File: config.mk
export PLATFORM = sky130hd
export DESIGN_NAME = bus_host_arbiter
export DESIGN_NICKNAME = d
export VERILOG_FILES = /design/src/rtl/bus_host_arbiter.sv
export SDC_FILE = /design/constraint.sdc
export NUM_CORES = 1
export LEC_CHECK = 0
export CORE_AREA = 2 2 112 114
export DETAILED_ROUTE_END_ITERATION = 12
export DIE_AREA = 0 0 114 116
export HOLD_SLACK_MARGIN = 0.03
export PLACE_DENSITY = 0.62
export SYNTH_ARGS = -nofsm -noshare
export SYNTH_HDL_FRONTEND = slang
export SYNTH_SLANG_ARGS = --single-unit
File: constraint.sdc
create_clock -name clk_i -period 3 [get_ports clk_i]
set_input_delay 0.45 -clock clk_i [delete_from_list [all_inputs] [get_ports clk_i]]
set_output_delay 0.45 -clock clk_i [all_outputs]
set_load 0.005 [all_outputs]
File: src/rtl/bus_host_arbiter.sv
// rtl/bus_host_arbiter.sv - round-robin host arbiter with in-order response routing
//
// Lets NrHosts bus hosts share one device-side port. One request is granted per
// cycle. The ID of every granted host is queued in an in-order FIFO so that each
// device response is routed back to the host that issued it.
//
// Optional feature macro: BUS_ARB_TIMEOUT_EN (response watchdog of TimeoutCycles).
//
// Ports:
//   clk_i, rst_i       clock, asynchronous active-high reset
//   host_req_i         per-host request
//   host_gnt_o         per-host grant (one-hot or zero)
//   host_addr_i        packed host addresses, host h at [h*AW +: AW]
//   host_we_i          per-host write enable
//   host_be_i          packed per-host byte enables (4 bits each)
//   host_wdata_i       packed per-host write data
//   host_rvalid_o      per-host response valid (one-hot or zero)
//   host_rdata_o       shared response data, qualified by host_rvalid_o
//   host_err_o         per-host response error
//   dev_req_o          device-side request
//   dev_gnt_i          device-side grant
//   dev_addr_o         address of the arbitration winner
//   dev_we_o           write enable of the arbitration winner
//   dev_be_o           byte enables of the arbitration winner
//   dev_wdata_o        write data of the arbitration winner
//   dev_rvalid_i       device response valid
//   dev_rdata_i        device response data
//   dev_err_i          device response error
//   busy_o             at least one transaction outstanding
module bus_host_arbiter #(
    parameter int unsigned NrHosts        = 2,
    parameter int unsigned DataWidth      = 32,
    parameter int unsigned AddressWidth   = 32,
    parameter int unsigned MaxOutstanding = 4,
    parameter int unsigned TimeoutCycles  = 1024
) (
    input  logic                            clk_i,
    input  logic                            rst_i,
    input  logic [NrHosts-1:0]              host_req_i,
    output logic [NrHosts-1:0]              host_gnt_o,
    input  logic [NrHosts*AddressWidth-1:0] host_addr_i,
    input  logic [NrHosts-1:0]              host_we_i,
    input  logic [NrHosts*4-1:0]            host_be_i,
    input  logic [NrHosts*DataWidth-1:0]    host_wdata_i,
    output logic [NrHosts-1:0]              host_rvalid_o,
    output logic [DataWidth-1:0]            host_rdata_o,
    output logic [NrHosts-1:0]              host_err_o,
    output logic                            dev_req_o,
    input  logic                            dev_gnt_i,
    output logic [AddressWidth-1:0]         dev_addr_o,
    output logic                            dev_we_o,
    output logic [3:0]                      dev_be_o,
    output logic [DataWidth-1:0]            dev_wdata_o,
    input  logic                            dev_rvalid_i,
    input  logic [DataWidth-1:0]            dev_rdata_i,
    input  logic                            dev_err_i,
    output logic                            busy_o
);

    localparam int unsigned IdW  = $clog2(NrHosts);
    localparam int unsigned PtrW = (MaxOutstanding > 1) ? $clog2(MaxOutstanding) : 1;
    localparam int unsigned CntW = $clog2(MaxOutstanding) + 1;

    if (NrHosts < 2 || NrHosts > 8 || MaxOutstanding < 1 ||
        ((MaxOutstanding & (MaxOutstanding - 1)) != 0) || TimeoutCycles < 1) begin : g_param_check
        $error("bus_host_arbiter: illegal parameter set");
    end

    logic [IdW-1:0]  rr_q, rr_d;
    logic [IdW-1:0]  fifo_q [MaxOutstanding];
    logic [PtrW-1:0] wptr_q, wptr_d;
    logic [PtrW-1:0] rptr_q, rptr_d;
    logic [CntW-1:0] cnt_q, cnt_d;

    logic           any_req;
    logic [IdW-1:0] winner;
    logic [IdW-1:0] cand;
    logic [IdW:0]   cand_sum;
    logic           empty, full;
    logic           push, pop, pop_dev, tmo_fire;
    logic [IdW-1:0] head;

    assign empty   = (cnt_q == '0);
    assign full    = (cnt_q == CntW'(MaxOutstanding));
    assign head    = fifo_q[rptr_q];
    assign pop_dev = ~empty & dev_rvalid_i;
    assign pop     = ~empty & (dev_rvalid_i | tmo_fire);
    // A pop in the same cycle frees a slot, so a full FIFO can still accept.
    assign dev_req_o = any_req & ~rst_i & (~full | pop);
    assign push      = dev_req_o & dev_gnt_i;
    assign busy_o    = ~empty;

    // Round-robin search starting at the pointer, wrapping modulo NrHosts.
    always_comb begin
        any_req  = 1'b0;
        winner   = '0;
        cand     = '0;
        cand_sum = '0;
        for (int unsigned i = 0; i < NrHosts; i++) begin
            cand_sum = {1'b0, rr_q} + (IdW+1)'(i);
            if (cand_sum >= (IdW+1)'(NrHosts)) begin
                cand_sum = cand_sum - (IdW+1)'(NrHosts);
            end
            cand = cand_sum[IdW-1:0];
            if (!any_req && host_req_i[cand]) begin
                any_req = 1'b1;
                winner  = cand;
            end
        end
    end

    always_comb begin
        dev_addr_o  = '0;
        dev_we_o    = 1'b0;
        dev_be_o    = '0;
        dev_wdata_o = '0;
        for (int unsigned h = 0; h < NrHosts; h++) begin
            if (any_req && winner == IdW'(h)) begin
                dev_addr_o  = host_addr_i[h*AddressWidth +: AddressWidth];
                dev_we_o    = host_we_i[h];
                dev_be_o    = host_be_i[h*4 +: 4];
                dev_wdata_o = host_wdata_i[h*DataWidth +: DataWidth];
            end
        end
    end

    always_comb begin
        host_gnt_o    = '0;
        host_rvalid_o = '0;
        host_err_o    = '0;
        host_rdata_o  = '0;
        if (push) begin
            host_gnt_o[winner] = 1'b1;
        end
        if (pop) begin
            host_rvalid_o[head] = 1'b1;
            host_err_o[head]    = tmo_fire | dev_err_i;
        end
        // Timeout responses carry zero data.
        if (pop_dev) begin
            host_rdata_o = dev_rdata_i;
        end
    end

    always_comb begin
        rr_d   = rr_q;
        wptr_d = wptr_q;
        rptr_d = rptr_q;
        cnt_d  = cnt_q;
        if (push) begin
            rr_d   = (winner == IdW'(NrHosts - 1)) ? '0 : winner + 1'b1;
            wptr_d = (wptr_q == PtrW'(MaxOutstanding - 1)) ? '0 : wptr_q + 1'b1;
        end
        if (pop) begin
            rptr_d = (rptr_q == PtrW'(MaxOutstanding - 1)) ? '0 : rptr_q + 1'b1;
        end
        case ({push, pop})
            2'b10:   cnt_d = cnt_q + 1'b1;
            2'b01:   cnt_d = cnt_q - 1'b1;
            default: cnt_d = cnt_q;
        endcase
    end

    always_ff @(posedge clk_i or posedge rst_i) begin
        if (rst_i) begin
            rr_q   <= '0;
            wptr_q <= '0;
            rptr_q <= '0;
            cnt_q  <= '0;
            for (int unsigned k = 0; k < MaxOutstanding; k++) begin
                fifo_q[k] <= '0;
            end
        end else begin
            rr_q   <= rr_d;
            wptr_q <= wptr_d;
            rptr_q <= rptr_d;
            cnt_q  <= cnt_d;
            if (push) begin
                fifo_q[wptr_q] <= winner;
            end
        end
    end

`ifdef BUS_ARB_TIMEOUT_EN
    localparam int unsigned TmoW = $clog2(TimeoutCycles + 1);
    logic [TmoW-1:0] tmo_q, tmo_d;

    // Fires on the TimeoutCycles-th consecutive cycle without a response;
    // a real response in that cycle takes precedence.
    assign tmo_fire = ~empty & ~dev_rvalid_i & (tmo_q == TmoW'(TimeoutCycles - 1));

    always_comb begin
        tmo_d = tmo_q + 1'b1;
        if (empty || pop) begin
            tmo_d = '0;
        end
    end

    always_ff @(posedge clk_i or posedge rst_i) begin
        if (rst_i) begin
            tmo_q <= '0;
        end else begin
            tmo_q <= tmo_d;
        end
    end
`else
    assign tmo_fire = 1'b0;
`endif

endmodule

==> out/results.md, run 1 <==
| Group | Item | Reported |
|---|---|---|
| critical path | Cell with the largest stage delay on the worst path | sky130_fd_sc_hd__or4b_1 |
| floorplanning | Effective utilization at floorplan | 13.6% |
| clock network | Root Driver | sky130_fd_sc_hd__clkbuf_16 |
| hold path | Hold path cells | 1 |
| timing | Count of final hold-check violations | 0 |
| timing | Number of pins exceeding their max-slew limit in the final report | 0 |
| grt | Global route overflow | 0 |
| synthesis | Synth unique cells | 27 |
| layout | Ratio of cells with drive above 1 in the final layout | 3.74% |
| synthesis | Netlist Area Pre-Place | 1630 um^2 |
| critical path | Max incr delay on CP | 630 ps |
| power | Power per standard cell area | 399 nW/um^2 |
| clock network | Deepest clock path buffer count | 2 |
| timing | Tightest slew margin relative to the limit | 68.8% |
| grt | Largest net degree at the start of global routing | 70 |
| floorplanning | Y dimension of the die | 116 um |
| timing | Max Clk Rate | 362 MHz |
| outcome | Status | finished, final reports clean |
| clock network | CTS Buf Count | 3 |
| placed design | Final GP Congestion | 0.741 |
| power | IR Drop Worst-Case VDD | 0.000289 V |
| drt | Antenna Violating Nets Remaining | 0 |
| drt | Amount of wire on met3 after detailed routing | 699 um |
| drt | Total vias in the final route | 2542 |
| clock network | Clock tree from TritonCTS | done |
| synthesis | Net Count, Synth | 367 |
| critical path | End of the worst register-to-register path | cnt_q[2]$_DFFE_PP0P_ |
| clock network | Clk pin slew, worst setup/hold paths | 40 ps |
| critical path | Crit end category | output port |
| hold path | Start point of the worst min-delay path | fifo_q[2]$_DFFE_PP0P_ |
| drt | Iteration count of the initial detailed-routing pass | 4 |
| grt | Vias in the first global route | 2462 |
| clock network | Number of H-tree levels | 1 |
| layout | Final net count | 641 |
| synthesis | Flops & latches, synth | 12 |
| critical path | Family of cells with the greatest summed delay on the critical path | simple AND/OR/NAND/NOR gates |
| synthesis | Portion of the post-synthesis area used by sequential elements | 18.5% |
| critical path | Data arrival, critical path | 2320 ps |
| placed design | Port Buffers | 285 |
| synthesis | Yosys Warn Count | 0 |
| placed design | Post-DP HPWL | 8240 um |
| synthesis | Cell count after synthesis | 183 |
| drt | Post-Route WL | 9580 um |
| drt | Post-route DRC | 0 |
| layout | Antenna Diode Count | 0 |
| hold path | End point of the worst hold path | fifo_q[2]$_DFFE_PP0P_ |
| critical path | CP most frequent cell | sky130_fd_sc_hd__clkdlybuf4s50_1 |
| timing | Time the final worst path needs with I/O delays and setup | 2770 ps |
| clock network | CTS Hold Buffers Added | 0 |
| floorplanning | Core area | 11900 um^2 |
| hold path | Min-Delay Path Class | flip-flop to flip-flop |
| synthesis | Mean cell area of the mapped netlist | 8.88 um^2 |
| critical path | Number of buffer and inverter instances along the worst setup path | 2 |
| clock network | Clk sinks | 12 |
| drt | Drt first-iter violations | 109 |
| floorplanning | Number of ports placed on the die boundary | 286 |
| grt | Antenna violations before repair | 0 |
| job | # Max-Cap Violations | 0 |
| layout | Layout area overhead | 191% |
| critical path | Largest fanout on the critical path | 6 |
| power | Total power | 0.00189 W |
| grt | Global-route total usage across every layer | 12.3% |
| timing | Worst clock skew | 4.63 ps |
| grt | Wire length of the first global-routing pass | 13100 um |
| floorplanning | Die outline area | 13200 um^2 |
| critical path | Cells on worst reg2reg path | 8 |
| drt | Length of routed met2 wiring | 5110 um |
| drt | Vias per cell | 4.22 |
| critical path | Worst-path cell chain | clkdlybuf4s50_1 > or4b_1 > and2_4 > and3_1 > clkdlybuf4s50_1 |
| timing | Final setup viols | 0 |
| critical path | Endpoint required time on the critical path | 2550 ps |
| drt | Top metal layer carrying routed signals | met4 |
| critical path | Launch point of the worst path | dev_rvalid_i |
| drt | Met1 Routed Length | 3690 um |
| critical path | Flop-to-flop setup slack | 590 ps |
| timing | Post-Route Setup TNS | 0 ps |
| floorplanning | Row Count | 40 |
| critical path | Setup CP Type | primary input to output port |
| power | Lkg Pwr | 1.89 nW |
| critical path | Startpoint Class | primary input |
| clock network | Setup bufs post-CTS | 0 |
| critical path | Worst R2R Start | cnt_q[0]$_DFFE_PP0P_ |
| clock network | Clock latency of the later-clocked register in the worst-skew pair | 240 ps |
| timing | Final period utilization | 92.2% |
| clock network | Resize count post-CTS | 0 |
| timing | Slew @ Worst Pin | 467 ps |
| drt | Routed length per placed instance | 15.9 um |
| floorplanning | Horizontal extent of the die | 114 um |
| timing | Unrepaired setup endpoints after global routing | no |
==> power breakdown <==
group          internal (W)  switching (W)  total, W
Sequential         0.000245      0.0000741  0.000319
Clock              0.000173      0.0000656  0.000239
Combinational      0.000872       0.000457   0.00133
Total               0.00129       0.000596   0.00189
==> cell families after synthesis <==
logic type | after synthesis | share of synthesized area (%)
compound gates | 73 | 39.3
mux | 11 | 8.62
simple gates | 50 | 19.4
xor+xnor | 3 | 1.62
fa+ha+maj | 7 | 5.85
flops | 12 | 18.5
buf+inv | 27 | 6.77
==> sequential cells by signal, summed over array words and instances, names as in the netlist <==
| register | cells |
|---|---|
| rptr_q | 2 |
| wptr_q | 2 |
| fifo_q | 4 |
| rr_q | 1 |
| cnt_q | 3 |
==> synthesized netlist by cell type <==
cell type,count,area [um^2]
sky130_fd_sc_hd__mux2_1,4,45.0
sky130_fd_sc_hd__nor2b_1,1,6.26
sky130_fd_sc_hd__o31a_1,1,8.76
sky130_fd_sc_hd__dfrtp_1,12,300
sky130_fd_sc_hd__nand2_1,1,3.75
sky130_fd_sc_hd__nand4_1,4,25.0
sky130_fd_sc_hd__mux2i_1,2,20.0
sky130_fd_sc_hd__and3_1,2,12.5
sky130_fd_sc_hd__a21boi_1,2,15.0
sky130_fd_sc_hd__ha_1,6,75.1
sky130_fd_sc_hd__fa_1,1,20.0
sky130_fd_sc_hd__and2_1,33,206
sky130_fd_sc_hd__clkbuf_1,13,48.8
sky130_fd_sc_hd__and2_4,1,8.76
sky130_fd_sc_hd__nand3_4,1,17.5
sky130_fd_sc_hd__or3_1,1,6.26
sky130_fd_sc_hd__mux4_2,1,22.5
sky130_fd_sc_hd__buf_2,7,35.0
sky130_fd_sc_hd__xor2_1,2,17.5
sky130_fd_sc_hd__xnor2_1,1,8.76
sky130_fd_sc_hd__a22o_1,69,604
sky130_fd_sc_hd__mux2_4,2,30.0
sky130_fd_sc_hd__inv_1,7,26.3
sky130_fd_sc_hd__or4b_1,1,10.0
sky130_fd_sc_hd__nor2_1,5,18.8
sky130_fd_sc_hd__mux2_2,2,22.5
sky130_fd_sc_hd__o21ba_2,1,10.0
==> cell usage in the layout (no fill, tap or decap), types with 2 or more instances in the layout <==
master,n
sky130_fd_sc_hd__mux2_4,2
sky130_fd_sc_hd__and3_1,2
sky130_fd_sc_hd__mux2_2,2
sky130_fd_sc_hd__inv_1,7
sky130_fd_sc_hd__a21boi_4,2
sky130_fd_sc_hd__a22o_1,69
sky130_fd_sc_hd__clkbuf_16,3
sky130_fd_sc_hd__dfrtp_1,12
sky130_fd_sc_hd__clkdlybuf4s50_1,285
sky130_fd_sc_hd__buf_12,2
sky130_fd_sc_hd__ha_1,6
sky130_fd_sc_hd__and2_1,33
sky130_fd_sc_hd__nor2_1,5
sky130_fd_sc_hd__nand4_1,4
sky130_fd_sc_hd__xor2_1,2
sky130_fd_sc_hd__buf_4,2
sky130_fd_sc_hd__mux2i_1,2
sky130_fd_sc_hd__mux2_1,4
==> per-layer routing <==
| metal | GRT usage, % | up-vias |
|---|---|---|
| met3 | 2.25 | 6 |
| met4 | 1.95 | 0 |
| met5 | 0 | - |
| li1 | - | 1241 |
| met2 | 22.8 | 126 |
| met1 | 15.1 | 1169 |
==> worst reg2reg max path: cells and delay by family, from the launching register on <==
family,cells,cell delay (ps)
xor+xnor,2,300
fa+ha+maj,2,570
buf+inv,1,60
flops,1,420
simple gates,3,980
==> worst max-delay path by stage <==
stage	end	slack (ps)	cells after the start
after floorplan	cnt_q[2]$_DFFE_PP0P_	770	9
after global placement	cnt_q[2]$_DFFE_PP0P_	240	9
after detailed placement	cnt_q[2]$_DFFE_PP0P_	180	9
after CTS	host_gnt_o[1]	230	5
after global routing	dev_addr_o[16]	160	5
final	host_gnt_o[1]	230	5
==> layout make-up <==
class | count | area, um^2
clock buffer | 3 | 75.1
fill | 1204 | 7180
inverter | 7 | 26.3
multi-input combinational | 144 | 1240
sequential | 12 | 300
tap | 147 | 184
timing repair buffer | 289 | 2910
==> per-stage QoR <==
step                      cell area, um^2  hold WS [ps]  cells  utilization (%)  setup slack, ps
after detailed placement             4660           493    599             39.1              182
after CTS                            4730           502    602             39.7              227
final                                4730           495    602             39.7              235
after global routing                 4730           511    602             39.7              158
after floorplan                      1630           315    183                -              775
after global placement               4660           478    599             39.1              244
Note: power is estimated with default switching activity, not from simulation.
==> run 2: changes to the inputs <==
==> config.mk (replaced) <==
export PLATFORM = sky130hd
export DESIGN_NAME = bus_host_arbiter
export DESIGN_NICKNAME = d
export VERILOG_FILES = /design/src/rtl/bus_host_arbiter.sv
export SDC_FILE = /design/constraint.sdc
export NUM_CORES = 1
export LEC_CHECK = 0
export ABC_AREA = 1
export CORE_AREA = 4 4 109 111
export CTS_BUF_LIST = sky130_fd_sc_hd__clkbuf_4 sky130_fd_sc_hd__clkbuf_8 sky130_fd_sc_hd__clkbuf_16
export DETAILED_ROUTE_END_ITERATION = 12
export DIE_AREA = 0 0 113 115
export HOLD_SLACK_MARGIN = 0.03
export PLACE_DENSITY = 0.7
export SYNTH_ARGS = -nofsm -noshare
export SYNTH_HDL_FRONTEND = slang
export SYNTH_SLANG_ARGS = --single-unit
==> run 2 against run 1 <==
Against the previous run: critical path depth is 1 higher; sequential power is 5% lower; combinational power hardly changed; core utilization is 6.9 points higher; non-clock buffer count is 1 higher; critical endpoint is now dev_wdata_o[22]; cell count is 33% higher.
==> out/results.md, run 2 <==
| Group | Item | Reported |
|---|---|---|
| grt | Vias in the first global route | 3300 |
| grt | Wire length of the first global-routing pass | 15400 um |
| timing | Tightest slew margin relative to the limit | 76.6% |
| outcome | Status | finished, final reports clean |
| layout | Most common cell after layout, fill and taps aside | sky130_fd_sc_hd__clkdlybuf4s50_1 |
| synthesis | Cell count after synthesis | 387 |
| timing | Time the final worst path needs with I/O delays and setup | 2720 ps |
| critical path | Crit end category | output port |
| drt | Drt first-iter violations | 81 |
| synthesis | Mean cell area of the mapped netlist | 5.19 um^2 |
| power | Lkg Pwr | 2.38 nW |
| synthesis | Most frequent cell after synthesis | sky130_fd_sc_hd__inv_1 |
| critical path | Worst-path cell chain | clkdlybuf4s50_1 > a21oi_4 > buf_12 > nand2_1 > o21ai_0 > clkdlybuf4s50_1 |
| clock network | CTS Buf Count | 3 |
| floorplanning | Row Count | 38 |
| grt | Global route overflow | 0 |
| drt | Total vias in the final route | 3287 |
| timing | Post-Route Setup TNS | 0 ps |
| synthesis | Top flip-flop cell by instance count after synthesis | sky130_fd_sc_hd__dfrtp_1 |
| layout | Antenna Diode Count | 0 |
| timing | Slew @ Worst Pin | 351 ps |
| clock network | Number of H-tree levels | 1 |
| synthesis | Post-synth EDFFs | 0 |
| clock network | Deepest clock path buffer count | 2 |
| hold path | Min-Delay Path Class | flip-flop to flip-flop |
| clock network | Clk sinks | 12 |
| drt | Post-route DRC | 0 |
| layout | Ratio of cells with drive above 1 in the final layout | 2.42% |
| drt | Routed length per placed instance | 13.2 um |
| job | # Max-Cap Violations | 0 |
| clock network | CTS Hold Buffers Added | 0 |
| power | IR Drop Worst-Case VDD | 0.000171 V |
| layout | Most frequent cells in the layout | 285 x sky130_fd_sc_hd__clkdlybuf4s50_1, 117 x sky130_fd_sc_hd__inv_1, 92 x sky130_fd_sc_hd__nand2_1 |
| critical path | Endpoint required time on the critical path | 2550 ps |
| clock network | Clock latency of the later-clocked register in the worst-skew pair | 250 ps |
| clock network | Root Driver | sky130_fd_sc_hd__clkbuf_8 |
| layout | Number of flip-flops under the largest register name | 4 |
| synthesis | Commonest cells in the netlist | 117 x sky130_fd_sc_hd__inv_1, 92 x sky130_fd_sc_hd__nand2_1, 47 x sky130_fd_sc_hd__o21ai_0 |
| floorplanning | Effective utilization at floorplan | 18.6% |
| synthesis | Netlist Area Pre-Place | 2010 um^2 |
| drt | Iteration count of the initial detailed-routing pass | 4 |
| synthesis | Net Count, Synth | 571 |
| critical path | Family of cells with the greatest summed delay on the critical path | buffers and inverters |
| floorplanning | Horizontal extent of the die | 113 um |
| critical path | Worst R2R Start | cnt_q[0]$_DFFE_PP0P_ |
| critical path | Max incr delay on CP | 580 ps |
| layout | Registers with the highest flip-flop counts | fifo_q: 4 flops, cnt_q: 3 flops |
| synthesis | Flops & latches, synth | 12 |
| layout | Layout area overhead | 151% |
| critical path | Launch point of the worst path | host_req_i[0] |
| placed design | Port Buffers | 285 |
| timing | Final period utilization | 90.8% |
| timing | Number of pins exceeding their max-slew limit in the final report | 0 |
| floorplanning | Number of ports placed on the die boundary | 286 |
| clock network | Clock tree from TritonCTS | done |
| synthesis | Async set-reset flop share out of synthesis | 100% |
| drt | Antenna Violating Nets Remaining | 0 |
| power | Power per standard cell area | 356 nW/um^2 |
| timing | Worst clock skew | 5.85 ps |
| placed design | Post-DP HPWL | 9180 um |
| synthesis | Yosys Warn Count | 0 |
| floorplanning | Die outline area | 13000 um^2 |
| critical path | Cell with the largest stage delay on the worst path | sky130_fd_sc_hd__clkdlybuf4s50_1 |
| critical path | Startpoint Class | primary input |
| synthesis | Cell taking the most area after synthesis | sky130_fd_sc_hd__inv_1 |
| timing | Count of final hold-check violations | 0 |
| timing | Final setup viols | 0 |
| clock network | Setup bufs post-CTS | 0 |
| clock network | Resize count post-CTS | 0 |
| floorplanning | Core area | 10800 um^2 |
| synthesis | Synth unique cells | 25 |
| layout | Finished Core Util | 46.7% |
| timing | Unrepaired setup endpoints after global routing | no |
| hold path | Start point of the worst min-delay path | fifo_q[0]$_DFFE_PP0P_ |
| layout | Filler cell count in the final layout | 1072 |
| critical path | Setup CP Type | primary input to output port |
| critical path | Largest fanout on the critical path | 59 |
| synthesis | Synth top area share | 21.9% |
| floorplanning | Y dimension of the die | 115 um |
| critical path | CP most frequent cell | sky130_fd_sc_hd__clkdlybuf4s50_1 |
| layout | Register with the highest flop count | fifo_q |
| timing | Max Clk Rate | 367 MHz |
| grt | Global-route total usage across every layer | 14.7% |
| clock network | Clk pin slew, worst setup/hold paths | 60 ps |
| synthesis | Portion of the post-synthesis area used by sequential elements | 14.9% |
| drt | Vias per cell | 4.10 |
| critical path | Data arrival, critical path | 2270 ps |
| synthesis | Area contributors post-synth | sky130_fd_sc_hd__inv_1 22%, sky130_fd_sc_hd__nand2_1 17%, sky130_fd_sc_hd__dfrtp_1 15% |
| placed design | Final GP Congestion | 0.875 |
| power | Total power | 0.00179 W |
| critical path | Number of buffer and inverter instances along the worst setup path | 3 |
| grt | Largest net degree at the start of global routing | 70 |
| layout | Final net count | 847 |
| grt | Antenna violations before repair | 0 |
| drt | Post-Route WL | 10600 um |
-- run 2: worst paths after layout --
kind / to / slack [ps] / cells past startpoint
setup / recovery: dev_wdata_o[22] / 280 / 6
hold / removal: fifo_q[0]$_DFFE_PP0P_ / 490 / 2
setup reg to reg: cnt_q[2]$_DFFE_PP0P_ / 860 / 10
hold reg to reg: fifo_q[0]$_DFFE_PP0P_ / 490 / 2
max in group asynchronous: fifo_q[3]$_DFFE_PP0P_ / 2230 / 3
min in group asynchronous: cnt_q[2]$_DFFE_PP0P_ / 610 / 3
-- run 2: through the flow --
step	worst slack, ps	hold slack, ps	area (um^2)	instances
global placement	212	478	4980	798
floorplan	1110	320	2010	387
detailed placement	261	478	4980	798
finish	275	486	5040	802
global route	131	516	5040	802
CTS	252	491	5040	802
-- run 2: routing by layer --
metal	global-route usage, %	part of all wire, %	vias up	wire [um]
met2	29.5	53	178	5600
li1	-	-	1684	-
met5	0	0	-	0
met1	12.2	31	1413	3260
met4	4.33	1.9	0	199
met3	8.05	14	12	1510
-- run 2: final cells by class --
class	count	area [um^2]	area share, %
Timing Repair Buffer	290	2920	57.9
Tap cell	140	175	3.48
Clock buffer	4	55.1	1.09
Inverter	117	439	8.72
Multi-Input combinational cell	239	1150	22.9
Sequential cell	12	300	5.96
-- run 2: kinds of logic (layout without fill, tap and decap cells) --
group / Yosys count / count (layout) / synth area share [%]
DFF: 12 / 12 / 14.9
xor gates and xnor gates: 2 / 2 / 0.872
adders and majority gates: 7 / 7 / 4.73
buffers and inverters: 136 / 411 / 28.5
AOI/OAI and AO/OA: 79 / 79 / 20.0
and+or+nand+nor: 151 / 151 / 30.9
-- run 2: worst reg2reg max path, stage by stage (launching register included) --
cell                      delay [ps]
sky130_fd_sc_hd__dfrtp_1         380
sky130_fd_sc_hd__nor2_1           70
sky130_fd_sc_hd__nand2_1         120
sky130_fd_sc_hd__nand2_4         220
sky130_fd_sc_hd__inv_1           220
sky130_fd_sc_hd__ha_1            170
sky130_fd_sc_hd__inv_1            60
sky130_fd_sc_hd__fa_1            370
sky130_fd_sc_hd__a21oi_1         140
sky130_fd_sc_hd__o21ai_0         110
sky130_fd_sc_hd__xor2_1          150
-- run 2: power by group --
group	internal, W	total (W)	leakage (nW)	switching, W
combinational	0.000763	0.00131	2.20	0.000544
clock	0.000116	0.000181	0.0288	0.0000652
sequential	0.000240	0.000303	0.149	0.0000631
total	0.00112	0.00179	2.38	0.000672
==> run 3: changes to the inputs <==
==> config.mk (replaced) <==
export PLATFORM = sky130hd
export DESIGN_NAME = bus_host_arbiter
export DESIGN_NICKNAME = d
export VERILOG_FILES = /design/src/rtl/bus_host_arbiter.sv
export SDC_FILE = /design/constraint.sdc
export NUM_CORES = 1
export LEC_CHECK = 0
export CORE_AREA = 4 4 107 109
export CTS_BUF_LIST = sky130_fd_sc_hd__clkbuf_4 sky130_fd_sc_hd__clkbuf_8 sky130_fd_sc_hd__clkbuf_16
export DETAILED_ROUTE_END_ITERATION = 12
export DIE_AREA = 0 0 111 113
export HOLD_SLACK_MARGIN = 0.03
export MAX_ROUTING_LAYER = met4
export PLACE_DENSITY = 0.68
export SYNTH_ARGS = -nofsm -noshare
export SYNTH_HDL_FRONTEND = slang
export SYNTH_SLANG_ARGS = --single-unit
==> run 3 against run 2 <==
Against the previous run: first-iteration DRC count grew 60%; clock-buffer cell count is the same; combinational power is essentially flat; largest power group unchanged; cell count shrank 26%.
==> out/results.md, run 3 (same netlist as run 1, synthesis figures left out) <==
| Group | Item | Reported |
|---|---|---|
| clock network | Root Driver | sky130_fd_sc_hd__clkbuf_8 |
| grt | Largest net degree at the start of global routing | 70 |
| critical path | Setup CP Type | primary input to output port |
| clock network | Resize count post-CTS | 0 |
| placed design | Port Buffers | 285 |
| timing | Slew @ Worst Pin | 465 ps |
| layout | Register with the highest flop count | fifo_q |
| drt | Antenna Violating Nets Remaining | 0 |
| power | Power per standard cell area | 388 nW/um^2 |
| drt | Vias per cell | 4.27 |
| floorplanning | Effective utilization at floorplan | 15.3% |
| clock network | Setup bufs post-CTS | 0 |
| floorplanning | Row Count | 38 |
| critical path | Worst-path cell chain | clkdlybuf4s50_1 > or4b_1 > and2_4 > and3_1 > clkdlybuf4s50_1 |
| critical path | Cell with the largest stage delay on the worst path | sky130_fd_sc_hd__or4b_1 |
| layout | Layout area overhead | 190% |
| critical path | Launch point of the worst path | dev_rvalid_i |
| drt | Post-route DRC | 0 |
| drt | Post-Route WL | 9790 um |
| layout | Registers with the highest flip-flop counts | fifo_q: 4 flops, cnt_q: 3 flops |
| critical path | Endpoint required time on the critical path | 2550 ps |
| critical path | End of the worst register-to-register path | cnt_q[2]$_DFFE_PP0P_ |
| clock network | Clock tree from TritonCTS | done |
| placed design | Post-DP HPWL | 8270 um |
| layout | Final net count | 641 |
| clock network | Clk sinks | 12 |
| grt | Vias in the first global route | 2688 |
| layout | Most frequent cells in the layout | 285 x sky130_fd_sc_hd__clkdlybuf4s50_1, 69 x sky130_fd_sc_hd__a22o_1, 33 x sky130_fd_sc_hd__and2_1 |
| timing | Final setup viols | 0 |
| hold path | End point of the worst hold path | fifo_q[1]$_DFFE_PP0P_ |
| grt | Antenna violations before repair | 0 |
| power | Total power | 0.00183 W |
| critical path | Startpoint Class | primary input |
| floorplanning | Core area | 10600 um^2 |
| layout | Number of flip-flops under the largest register name | 4 |
| layout | Antenna Diode Count | 0 |
| power | IR Drop Worst-Case VDD | 0.000151 V |
| hold path | Hold path cells | 1 |
| timing | Count of final hold-check violations | 0 |
| layout | Ratio of cells with drive above 1 in the final layout | 3.95% |
| clock network | Deepest clock path buffer count | 2 |
| timing | Tightest slew margin relative to the limit | 69.0% |
| clock network | Clk pin slew, worst setup/hold paths | 50 ps |
| grt | Wire length of the first global-routing pass | 14600 um |
| job | # Max-Cap Violations | 0 |
| timing | Post-Route Setup TNS | 0 ps |
| layout | Filler cell count in the final layout | 1057 |
| grt | Met1 Resource Use GR | 16.0% |
| drt | Total vias in the final route | 2544 |
| drt | Drt first-iter violations | 130 |
| critical path | Max incr delay on CP | 610 ps |
| critical path | Data arrival, critical path | 2330 ps |
| layout | Final non-filler cell total | 596 |
| grt | Most crowded layer after global routing | met2 |
| critical path | Cells on worst reg2reg path | 8 |
| clock network | Clock latency of the later-clocked register in the worst-skew pair | 250 ps |
| outcome | Status | finished, final reports clean |
| clock network | CTS Buf Count | 3 |
| drt | Iteration count of the initial detailed-routing pass | 4 |
| timing | Smallest hold slack | 489 ps |
| hold path | Min-Delay Path Class | flip-flop to flip-flop |
| critical path | Worst R2R Start | cnt_q[0]$_DFFE_PP0P_ |
| floorplanning | Horizontal extent of the die | 111 um |
| grt | Global Route met2 Usage | 27.2% |
| drt | Routed length per placed instance | 16.4 um |
| timing | Final period utilization | 92.6% |
| timing | Time the final worst path needs with I/O delays and setup | 2780 ps |
| clock network | CTS Hold Buffers Added | 0 |
| placed design | Final GP Congestion | 0.876 |
| timing | Unrepaired setup endpoints after global routing | no |
| critical path | CP most frequent cell | sky130_fd_sc_hd__clkdlybuf4s50_1 |
| power | Lkg Pwr | 1.88 nW |
| layout | Most common cell after layout, fill and taps aside | sky130_fd_sc_hd__clkdlybuf4s50_1 |
| grt | Global-route total usage across every layer | 14.6% |
| floorplanning | Number of ports placed on the die boundary | 286 |
| grt | Met3 global-route usage | 3.16% |
| floorplanning | Die outline area | 12500 um^2 |
| clock network | Number of H-tree levels | 1 |
| timing | Max Clk Rate | 360 MHz |
| layout | Reg area | 300 um^2 |
| critical path | Crit end category | output port |
| placed design | Number of instances in the placed design | 592 |
| critical path | Flop-to-flop setup slack | 590 ps |
| floorplanning | Y dimension of the die | 113 um |
| hold path | Start point of the worst min-delay path | fifo_q[1]$_DFFE_PP0P_ |
| critical path | Largest fanout on the critical path | 6 |
| timing | Worst clock skew | 1.14 ps |
| timing | Number of pins exceeding their max-slew limit in the final report | 0 |
| grt | Global route overflow | 0 |
| layout | Area taken by multi-input logic gates | 1240 um^2 |
run 3: cell types whose count changed in the layout (fill, tap and decap cells not counted), moves of 33 or more:
| cell | before | now |
|---|---|---|
| sky130_fd_sc_hd__o21ai_0 | 47 | 0 |
| sky130_fd_sc_hd__a22o_1 | 0 | 69 |
| sky130_fd_sc_hd__nand2_1 | 92 | 1 |
| sky130_fd_sc_hd__nor2_1 | 40 | 5 |
| sky130_fd_sc_hd__and2_1 | 0 | 33 |
| sky130_fd_sc_hd__inv_1 | 117 | 7 |
run 3: how the worst max path moves through the flow:
stage | slack (ps) | cells past startpoint | end
finish | 220 | 5 | host_gnt_o[1]
global route | 180 | 5 | host_gnt_o[1]
CTS | 220 | 5 | host_gnt_o[1]
detailed placement | 210 | 9 | cnt_q[2]$_DFFE_PP0P_
global placement | 230 | 5 | host_gnt_o[1]
floorplan | 770 | 9 | cnt_q[2]$_DFFE_PP0P_
run 3: layer usage:
metal / wire [um] / vias to the layer above / share of wire [%]
li1: - / 1244 / -
met1: 3640 / 1182 / 37
met2: 5390 / 111 / 55
met3: 666 / 7 / 6.8
met4: 93 / 0 / 0.95
met5: 0 / - / 0
run 3: cell type report:
class                   instances  share of cell area, %
repair buffers                289                   61.9
multi-input cells             144                   26.2
flip-flops and latches         12                   6.37
well taps                     140                   3.72
clock buffers                   4                   1.17
inverters                       7                  0.557
run 3: critical path, delay by kind of cell:
kind	cells	cell delay [ps]
buf+inv	2	880
simple gates	3	990
run 3: power by group:
part	total (W)	internal [W]	switching (W)
registers	0.000318	0.000244	0.0000739
clock network	0.000181	0.000116	0.0000647
logic	0.00133	0.000875	0.000456
total	0.00183	0.00124	0.000595
run 3: per-stage QoR:
| step | area [um^2] | util (%) | setup slack (ps) |
|---|---|---|---|
| floorplan | 1630 | - | 775 |
| CTS | 4710 | 44.5 | 219 |
| detailed placement | 4660 | 43.9 | 206 |
| global route | 4710 | 44.5 | 180 |
| finish | 4710 | 44.5 | 221 |
| global placement | 4660 | 43.9 | 226 |
